**config.mk**
```make
export PLATFORM = sky130hd
export DESIGN_NAME = reg_writeback_ctrl_flat
export DESIGN_NICKNAME = d
export VERILOG_FILES = /design/src/rtl/reg_writeback_ctrl_if.sv /design/src/rtl/reg_writeback_ctrl.sv /design/src/flat_wrapper.sv
export SDC_FILE = /design/constraint.sdc
export NUM_CORES = 1
export LEC_CHECK = 0
export BUFFER_PORTS_ARGS = -buffer_cell sky130_fd_sc_hd__buf_2
export CAP_MARGIN = 10
export CORE_MARGIN = 3
export CORE_UTILIZATION = 53
export DETAILED_ROUTE_END_ITERATION = 6
export HOLD_SLACK_MARGIN = 0.08
export PLACE_DENSITY = 0.74
export SLEW_MARGIN = 5
export SYNTH_ARGS = -nofsm -noshare
export SYNTH_HDL_FRONTEND = slang
export SYNTH_SLANG_ARGS = --single-unit
```
**constraint.sdc**
```tcl
create_clock -name in_clk -period 4 [get_ports in_clk]
set_input_delay 0.2 -clock in_clk [delete_from_list [all_inputs] [get_ports in_clk]]
set_output_delay 0.2 -clock in_clk [all_outputs]
set_load 0.005 [all_outputs]
```
**src/rtl/reg_writeback_ctrl_if.sv**
```systemverilog
// Producer handshakes, register-file write port and forwarding lookup for reg_writeback_ctrl.
// The master modport is the controller side; the slave modport is its environment.
interface reg_writeback_ctrl_if #(
  parameter int unsigned DEPTH  = 4,
  parameter int unsigned ADDR_W = 8,
  parameter int unsigned DATA_W = 16
);
  localparam int unsigned CNT_W = $clog2(DEPTH) + 1;

  logic              in_alu_valid;
  logic [ADDR_W-1:0] in_alu_add;
  logic [DATA_W-1:0] in_alu_val;
  logic              out_alu_ready;
  logic              in_mem_valid;
  logic [ADDR_W-1:0] in_mem_add;
  logic [DATA_W-1:0] in_mem_val;
  logic              out_mem_ready;
  logic              in_hold;
  logic              out_write_en;
  logic [ADDR_W-1:0] out_write_reg_add;
  logic [DATA_W-1:0] out_write_reg_val;
  logic [ADDR_W-1:0] in_fwd_add;
  logic              out_fwd_hit;
  logic [DATA_W-1:0] out_fwd_val;
  logic [CNT_W-1:0]  out_count;

  modport master (
    input  in_alu_valid, in_alu_add, in_alu_val,
    input  in_mem_valid, in_mem_add, in_mem_val,
    input  in_hold, in_fwd_add,
    output out_alu_ready, out_mem_ready,
    output out_write_en, out_write_reg_add, out_write_reg_val,
    output out_fwd_hit, out_fwd_val, out_count
  );

  modport slave (
    output in_alu_valid, in_alu_add, in_alu_val,
    output in_mem_valid, in_mem_add, in_mem_val,
    output in_hold, in_fwd_add,
    input  out_alu_ready, out_mem_ready,
    input  out_write_en, out_write_reg_add, out_write_reg_val,
    input  out_fwd_hit, out_fwd_val, out_count
  );
endinterface

```
**src/rtl/reg_writeback_ctrl.sv**
```systemverilog
// Register-file write-back controller: arbitrates ALU/load results into an in-order FIFO,
// drains one write per cycle and forwards the youngest pending value for a lookup address.
module reg_writeback_ctrl #(
  parameter int unsigned DEPTH  = 4,
  parameter int unsigned ADDR_W = 8,
  parameter int unsigned DATA_W = 16
) (
  input logic                 in_clk,
  input logic                 in_rst,
  reg_writeback_ctrl_if.master bus
);
  localparam int unsigned PTR_W = $clog2(DEPTH);
  localparam int unsigned CNT_W = PTR_W + 1;
  localparam logic [CNT_W-1:0] FULL = CNT_W'(DEPTH);

  logic [ADDR_W-1:0] fifo_add_q [DEPTH];
  logic [DATA_W-1:0] fifo_val_q [DEPTH];
  logic [PTR_W-1:0]  rd_ptr_q, wr_ptr_q;
  logic [CNT_W-1:0]  count_q;
  logic              we_q;
  logic [ADDR_W-1:0] wadd_q;
  logic [DATA_W-1:0] wval_q;

  logic              not_full, alu_ready, mem_fire, alu_fire, push, pop;
  logic [ADDR_W-1:0] push_add;
  logic [DATA_W-1:0] push_val;
  logic              fwd_hit;
  logic [DATA_W-1:0] fwd_val;
  logic [PTR_W-1:0]  idx;

  // Readiness looks only at the registered count, so a full FIFO refuses even when popping.
  always_comb begin
    not_full  = (count_q != FULL) && !in_rst;
    alu_ready = not_full && !bus.in_mem_valid;
    mem_fire  = bus.in_mem_valid && not_full;
    alu_fire  = bus.in_alu_valid && alu_ready;
    push      = mem_fire || alu_fire;
    push_add  = mem_fire ? bus.in_mem_add : bus.in_alu_add;
    push_val  = mem_fire ? bus.in_mem_val : bus.in_alu_val;
    pop       = (count_q != '0) && !bus.in_hold;
  end

  always_ff @(posedge in_clk) begin
    if (push) begin
      fifo_add_q[wr_ptr_q] <= push_add;
      fifo_val_q[wr_ptr_q] <= push_val;
    end
  end

  always_ff @(posedge in_clk or posedge in_rst) begin
    if (in_rst) begin
      rd_ptr_q <= '0;
      wr_ptr_q <= '0;
      count_q  <= '0;
      we_q     <= 1'b0;
      wadd_q   <= '0;
      wval_q   <= '0;
    end else begin
      if (push) begin
        wr_ptr_q <= wr_ptr_q + PTR_W'(1);
      end
      if (pop) begin
        rd_ptr_q <= rd_ptr_q + PTR_W'(1);
        we_q     <= 1'b1;
        wadd_q   <= fifo_add_q[rd_ptr_q];
        wval_q   <= fifo_val_q[rd_ptr_q];
      end else begin
        we_q     <= 1'b0;
      end
      case ({push, pop})
        2'b10:   count_q <= count_q + CNT_W'(1);
        2'b01:   count_q <= count_q - CNT_W'(1);
        default: count_q <= count_q;
      endcase
    end
  end

  // Scan oldest to youngest so later matches override; the output stage is older than any entry.
  always_comb begin
    fwd_hit = 1'b0;
    fwd_val = '0;
    idx     = '0;
    if (we_q && (wadd_q == bus.in_fwd_add)) begin
      fwd_hit = 1'b1;
      fwd_val = wval_q;
    end
    for (int unsigned i = 0; i < DEPTH; i++) begin
      idx = rd_ptr_q + PTR_W'(i);
      if ((CNT_W'(i) < count_q) && (fifo_add_q[idx] == bus.in_fwd_add)) begin
        fwd_hit = 1'b1;
        fwd_val = fifo_val_q[idx];
      end
    end
  end

  assign bus.out_mem_ready     = not_full;
  assign bus.out_alu_ready     = alu_ready;
  assign bus.out_write_en      = we_q;
  assign bus.out_write_reg_add = wadd_q;
  assign bus.out_write_reg_val = wval_q;
  assign bus.out_fwd_hit       = fwd_hit;
  assign bus.out_fwd_val       = fwd_val;
  assign bus.out_count         = count_q;
endmodule

```
**src/flat_wrapper.sv**
```systemverilog
// flat-port wrapper written by rule: the top's interface ports become plain ports
module reg_writeback_ctrl_flat 
#(
  parameter int unsigned DEPTH  = 4,
  parameter int unsigned ADDR_W = 8,
  parameter int unsigned DATA_W = 16
)
  (in_clk, in_rst, bus_in_alu_valid, bus_in_alu_add, bus_in_alu_val, bus_in_mem_valid, bus_in_mem_add, bus_in_mem_val, bus_in_hold, bus_in_fwd_add, bus_out_alu_ready, bus_out_mem_ready, bus_out_write_en, bus_out_write_reg_add, bus_out_write_reg_val, bus_out_fwd_hit, bus_out_fwd_val, bus_out_count);
  reg_writeback_ctrl_if #(.DEPTH(DEPTH), .ADDR_W(ADDR_W), .DATA_W(DATA_W)) bus_i ();
  input logic in_clk;
  input logic in_rst;
  input wire logic [$bits(bus_i.in_alu_valid)-1:0] bus_in_alu_valid;
  input wire logic [$bits(bus_i.in_alu_add)-1:0] bus_in_alu_add;
  input wire logic [$bits(bus_i.in_alu_val)-1:0] bus_in_alu_val;
  input wire logic [$bits(bus_i.in_mem_valid)-1:0] bus_in_mem_valid;
  input wire logic [$bits(bus_i.in_mem_add)-1:0] bus_in_mem_add;
  input wire logic [$bits(bus_i.in_mem_val)-1:0] bus_in_mem_val;
  input wire logic [$bits(bus_i.in_hold)-1:0] bus_in_hold;
  input wire logic [$bits(bus_i.in_fwd_add)-1:0] bus_in_fwd_add;
  output wire logic [$bits(bus_i.out_alu_ready)-1:0] bus_out_alu_ready;
  output wire logic [$bits(bus_i.out_mem_ready)-1:0] bus_out_mem_ready;
  output wire logic [$bits(bus_i.out_write_en)-1:0] bus_out_write_en;
  output wire logic [$bits(bus_i.out_write_reg_add)-1:0] bus_out_write_reg_add;
  output wire logic [$bits(bus_i.out_write_reg_val)-1:0] bus_out_write_reg_val;
  output wire logic [$bits(bus_i.out_fwd_hit)-1:0] bus_out_fwd_hit;
  output wire logic [$bits(bus_i.out_fwd_val)-1:0] bus_out_fwd_val;
  output wire logic [$bits(bus_i.out_count)-1:0] bus_out_count;
  assign bus_i.in_alu_valid = bus_in_alu_valid;
  assign bus_i.in_alu_add = bus_in_alu_add;
  assign bus_i.in_alu_val = bus_in_alu_val;
  assign bus_i.in_mem_valid = bus_in_mem_valid;
  assign bus_i.in_mem_add = bus_in_mem_add;
  assign bus_i.in_mem_val = bus_in_mem_val;
  assign bus_i.in_hold = bus_in_hold;
  assign bus_i.in_fwd_add = bus_in_fwd_add;
  assign bus_out_alu_ready = bus_i.out_alu_ready;
  assign bus_out_mem_ready = bus_i.out_mem_ready;
  assign bus_out_write_en = bus_i.out_write_en;
  assign bus_out_write_reg_add = bus_i.out_write_reg_add;
  assign bus_out_write_reg_val = bus_i.out_write_reg_val;
  assign bus_out_fwd_hit = bus_i.out_fwd_hit;
  assign bus_out_fwd_val = bus_i.out_fwd_val;
  assign bus_out_count = bus_i.out_count;
  reg_writeback_ctrl #(.DEPTH(DEPTH), .ADDR_W(ADDR_W), .DATA_W(DATA_W)) u_core (.in_clk(in_clk), .in_rst(in_rst), .bus(bus_i));
endmodule
```
==> results.toml, run 1 <==
[global_routing]
grtUsageTotal_pct = 25.34
grt_max_degree = 97
grt_overflow = 0
antenna_found_initial = 0
grt_pass1_wl_um = 32110
grt_pass1_vias = 5963

[synthesis]
synthCells = 753
yosys.area.top_type = "edfxtp_1"
synthTopCellsByArea = "edfxtp_1 36%, dfrtp_1 10%, mux2_2 8.1%"
synthesis.area_um2 = 8036
synthesis.nets = 823
synth_top_area_share_pct = 35.87
syn_avg_cell_area_um2 = 10.67
ys_ff_latch = 128
synthDistinctLibCells = 49
yosysSeqAreaShare_pct = 45.84
yosysWarnings = 0

[drt]
drt_iter0_markers = 703
vias_per_cell = 6.108
via_count = 6334
drc = 0
firstDrtPassIters = 6
drt-total-wl_um = 21200
routedWlPerCell_um = 20.45
postRouteAntennaNets = 0

[finish]
final_common_cell = "buf_2"
fillers = 1116
layout_common_cells = "107 x buf_2, 96 x edfxtp_1, 95 x nand2_1, 75 x a21oi_1, 67 x nor2_1"
area_growth_pct = 15.38
nNetsFinal = 910
antenna_cells = 0
instances_no_fill = 1037
drive_gt1_share_pct = 27.67

[placed_design]
dp_slack_ns = 0.6468
port_buffers = 107
place_inst = 1000
dp_hpwl_um = 14680
gp_congestion = 0.8795

[sta]
tns_ns = 0
whs_ns = 0.1316
fin_worst_skew_ns = 0.008263
period_share_pct = 93.87
setup_ws_ns = 0.2453
max_slew_margin_pct = 32.87
hold_violations = 0
drv_slew = 0
tightest_slew_ns = 1.007
clock.fmax_mhz = 266.3
rsz0062_at_grt = "no"
setup_viol = 0
finalCriticalPeriod_ns = 3.755

[die]
start_util_pct = 54.67
dieArea_um2 = 16680
num_io_pins = 108
core-area_um2 = 14700
rows = 44
fp.dieH_um = 129.1
dieWidth_um = 129.1

[critical_path]
end_kind = "output port"
start_kind = "flip-flop"
worstPathArrival_ns = 3.55
rrSetupSlack_ns = 1.14
path_max_fanout = 28
critical_path_class = "flip-flop to output port"
critical_path_required_ns = 3.80

[clock_network]
cts-root-buf = "clkbuf_16"
clk_latency_ns = 0.43
htreeDepth = 4
cts_tree = "done"
cts_inserted_buffers = 17
path_clk_slew_ns = 0.06
cts.sinks = 128
clk_path_buf_depth = 2

[pwr]
leakage_nw = 3.702
peakVddDrop_uv = 367.7
power_density_nw_per_um2 = 726.7
power_w = 0.006738

[run_status]
outcome = "completed"

[job]
maxCapViolCount = 0

[min_path]
hold_class = "primary input to flip-flop"
-- critical path, cell delays in order (launching register included) --
cell and delay (ns):
dfrtp_4 0.72, inv_1 0.36, a211oi_1 0.26, a21oi_1 0.09, xnor2_1 0.17, or4_1 0.85, a211o_1 0.34, o21ai_0 0.15
buf_2 0.18
-- logic make-up after synthesis --
| logic type | count (synthesis) | share of synthesized area [%] |
|---|---|---|
| AND/OR/NAND/NOR | 204 | 11.16 |
| XOR/XNOR | 49 | 5.340 |
| buffers and inverters | 70 | 4.546 |
| multiplexers | 135 | 20.55 |
| AO/OA/AOI/OAI | 158 | 11.16 |
| adder cells (fa/ha/maj) | 9 | 1.401 |
| flip-flops | 128 | 45.84 |
-- layer usage --
layer | GRT usage [%] | wire length [µm]
met3 | 6.801 | 1868
met4 | 9.018 | 532
met1 | 35.33 | 9254
met2 | 38.48 | 9549
met5 | 0 | 0
-- layout make-up --
| type | count | area, µm² | area share, % |
|---|---|---|---|
| clock buffer | 21 | 450.4 | 4.858 |
| clock inverter | 11 | 117.6 | 1.268 |
| inverter | 10 | 37.54 | 0.4048 |
| multi-input combinational | 555 | 3993 | 43.06 |
| sequential | 128 | 3691 | 39.81 |
| tap | 184 | 230.2 | 2.483 |
| timing repair buffer | 128 | 753.2 | 8.123 |
-- registers in the layout (all words and copies together), names as in the netlist --
signal,count
u_core.bus.out_write_reg_val,16
u_core.fifo_val_q,64
u_core.bus.out_write_reg_add,8
u_core.bus.out_count,3
u_core.rd_ptr_q,2
u_core.bus.out_write_en,1
u_core.fifo_add_q,32
u_core.wr_ptr_q,2
-- power breakdown --
part | internal (W) | leakage [nW] | switching, W
Clock | 0.000926 | 0.266 | 0.000558
Sequential | 0.00180 | 1.26 | 0.000383
Combinational | 0.00133 | 2.18 | 0.00174
-- cell usage after synthesis, drive strengths merged --
master	instances
mux2	58
nor2b	2
a211o	1
nand4	18
buf	28
nand2	95
o31a	1
or4	4
o21a	2
nor2	67
o2bb2a	1
a21o	1
o31ai	1
a21oi	75
o211ai	2
or2	1
xnor2	43
mux2i	60
and3	1
ha	9
o22ai	30
and2	5
clkbuf	32
nor4	3
a211oi	1
inv	10
and4	2
nand3	2
xor2	6
o21ai	39
dfrtp	32
a2111oi	1
a21boi	1
edfxtp	96
mux4	17
nor3	4
o221ai	1
a22oi	1
-- per-stage QoR --
step / util [%] / area [µm²]
3_3_place_gp: 58.81 / 8645
4_1_cts: 62.74 / 9223
3_5_place_dp: 58.81 / 8645
2_1_floorplan: - / 8036
6_report: 63.08 / 9273
5_1_grt: 63.08 / 9273
-- worst paths after layout --
kind	from	to	depth (start not counted)
max	u_core.rd_ptr_q[0]	bus_out_fwd_val[2]	8
min	bus_in_mem_val[10]	u_core.fifo_val_q[3][10]	2
max reg2reg	u_core.bus.out_count[0]	u_core.fifo_add_q[0][6]	6
min reg2reg	u_core.bus.out_write_reg_val[8]	u_core.bus.out_write_reg_val[8]	2
max in group asynchronous	in_rst	u_core.wr_ptr_q[0]	4
min in group asynchronous	in_rst	u_core.bus.out_write_reg_val[9]	3
-- timing repair --
item                                    in CTS  in global routing
hold buffers                                 1                  0
endpoints found under the setup margin       0                  5
setup buffers                                0                  4
endpoints found under the hold margin       21                  0
resized for setup                            0                  0
(Power assumes the default switching activity.)
==> run 2, diff against run 1 <==
- CORE_MARGIN: 3 -> 4
==> results.toml, run 2 (synthesis gave the netlist of run 1 again) <==
[global_routing]
use_met1_pct = 34.49
grt_max_degree = 97
grt_pass1_wl_um = 33580
grt_util_met3_pct = 6.460
grt_overflow = 0
grt_use_met2_pct = 37.59
grt_pass1_vias = 6251
busiest_layer = "met2"
antenna_found_initial = 0
grtUsageTotal_pct = 24.79

[sta]
max_slew_margin_pct = 31.34
tightest_slew_ns = 1.030
whs_ns = 0.1255
hold_violations = 0
rsz0062_at_grt = "no"
clock.fmax_mhz = 263.6
fin_worst_skew_ns = 0.008387
drv_slew = 0
tns_ns = 0
period_share_pct = 94.84
finalCriticalPeriod_ns = 3.794
setup_viol = 0

[finish]
drive_gt1_share_pct = 27.73
antenna_cells = 0
layout_common_cells = "107 x buf_2, 96 x edfxtp_1, 95 x nand2_1, 75 x a21oi_1, 67 x nor2_1"
largest_reg_flops = 64
fin_area_um2 = 9270
nNetsFinal = 908
area_growth_pct = 15.35
largest_register = "u_core.fifo_val_q"
final_common_cell = "buf_2"

[critical_path]
path_max_fanout = 41
rrSetupSlack_ns = 1.10
critical_path_required_ns = 3.80
critical_path_class = "flip-flop to output port"
cpPeakStageDelay_ns = 0.89
cp_cell_sequence = "mux2i_1 -> xnor2_1 -> nor4_1 -> mux2i_1 -> or4_1 -> o21ai_0 -> o22ai_1 -> buf_2"
cp_common_cell = "mux2i_1"
end_kind = "output port"
crit_buf_inv = 1
worstReg2RegEnd = "u_core.fifo_val_q[3][9]"
r2r_start = "u_core.bus.out_count[0]"
worstPathArrival_ns = 3.59
crit_slowest_cell = "or4_1"
start_kind = "flip-flop"
cp_top_family = "simple AND/OR/NAND/NOR gates"
rr_worst_depth = 6

[die]
num_io_pins = 108
fp.dieH_um = 131.1
rows = 44
dieWidth_um = 131.1
start_util_pct = 54.67
dieArea_um2 = 17200
core-area_um2 = 14700

[placed_design]
port_buffers = 107
dp_hpwl_um = 14830
gp_congestion = 0.8984
place_area_um2 = 8657

[clock_network]
cts-root-buf = "clkbuf_16"
cts.sinks = 128
clk_path_buf_depth = 2
cts_inserted_buffers = 17
htreeDepth = 4
clk_latency_ns = 0.42
cts_tree = "done"
post_cts_resized = 0
path_clk_slew_ns = 0.06

[pwr]
leakage_nw = 3.708
peakVddDrop_uv = 519.1
power_density_nw_per_um2 = 728.1

[drt]
drt-total-wl_um = 21410
drc = 0
routedWlPerCell_um = 20.69
postRouteAntennaNets = 0
drt_iter0_markers = 844
firstDrtPassIters = 6
vias_per_cell = 6.174
via_count = 6390

[run_status]
outcome = "completed"

[min_path]
whs_path_depth = 2
hold_class = "primary input to flip-flop"
hold_start = "bus_in_mem_val[12]"
hold_end = "u_core.fifo_val_q[2][12]"

[job]
maxCapViolCount = 0
run 2: cell count changes in the layout (fill, tap and decap cells not counted), sizes merged:
cell      before  now
clkinvlp       4    2
inv           10   11
clkinv         5    4
bufinv         2    1
buf          127  125
clkbuf        21   24
run 2: worst max-delay path by stage:
stage	from	endpoint	slack (ns)	depth (start not counted)
finish	u_core.rd_ptr_q[1]	bus_out_fwd_val[3]	0.21	8
detailed placement	u_core.rd_ptr_q[0]	bus_out_fwd_val[2]	0.71	8
global placement	u_core.rd_ptr_q[0]	bus_out_fwd_val[2]	0.73	8
CTS	u_core.rd_ptr_q[0]	bus_out_fwd_val[2]	0.23	8
floorplan	u_core.rd_ptr_q[0]	bus_out_fwd_val[15]	1.42	11
global route	u_core.rd_ptr_q[1]	bus_out_fwd_val[2]	0.06	8
run 2: layer usage:
metal	vias up	wire length (µm)	share of wire (%)
met5	-	0	0
met4	0	547	2.6
met3	51	1881	8.8
met2	358	9733	45
met1	3048	9248	43
li1	2933	-	-
run 2: metrics by stage:
step	utilization, %	std cells	setup slack, ns	total power, W
after CTS	62.96	1033	0.2269	0.006714
after global placement	58.90	1000	0.7263	0.005069
final	63.07	1035	0.2062	0.006749
after floorplan	-	753	1.423	0.004410
after global routing	63.07	1035	0.06074	0.007144
after detailed placement	58.90	1000	0.7095	0.005184
run 2: layout make-up:
cell class	instances	area, µm²
inverter	10	37.54
tap	184	230.2
timing repair buffer	126	730.7
clock inverter	8	75.07
clock buffer	24	513.0
sequential	128	3691
fill	1144	5429
multi-input combinational	555	3993
run 2: repair_timing:
item / in CTS / in global routing
hold endpoints to repair: 21 / 0
buffers inserted: 0 / 2
hold buffers: 1 / 0
endpoints found under the setup margin: 0 / 1
run 2: report_power, final:
part           internal (W)  total, W  switching [W]  leakage, nW
logic               0.00131   0.00302        0.00171         2.16
clock network      0.000955   0.00152       0.000561        0.288
registers           0.00180   0.00221       0.000409         1.26
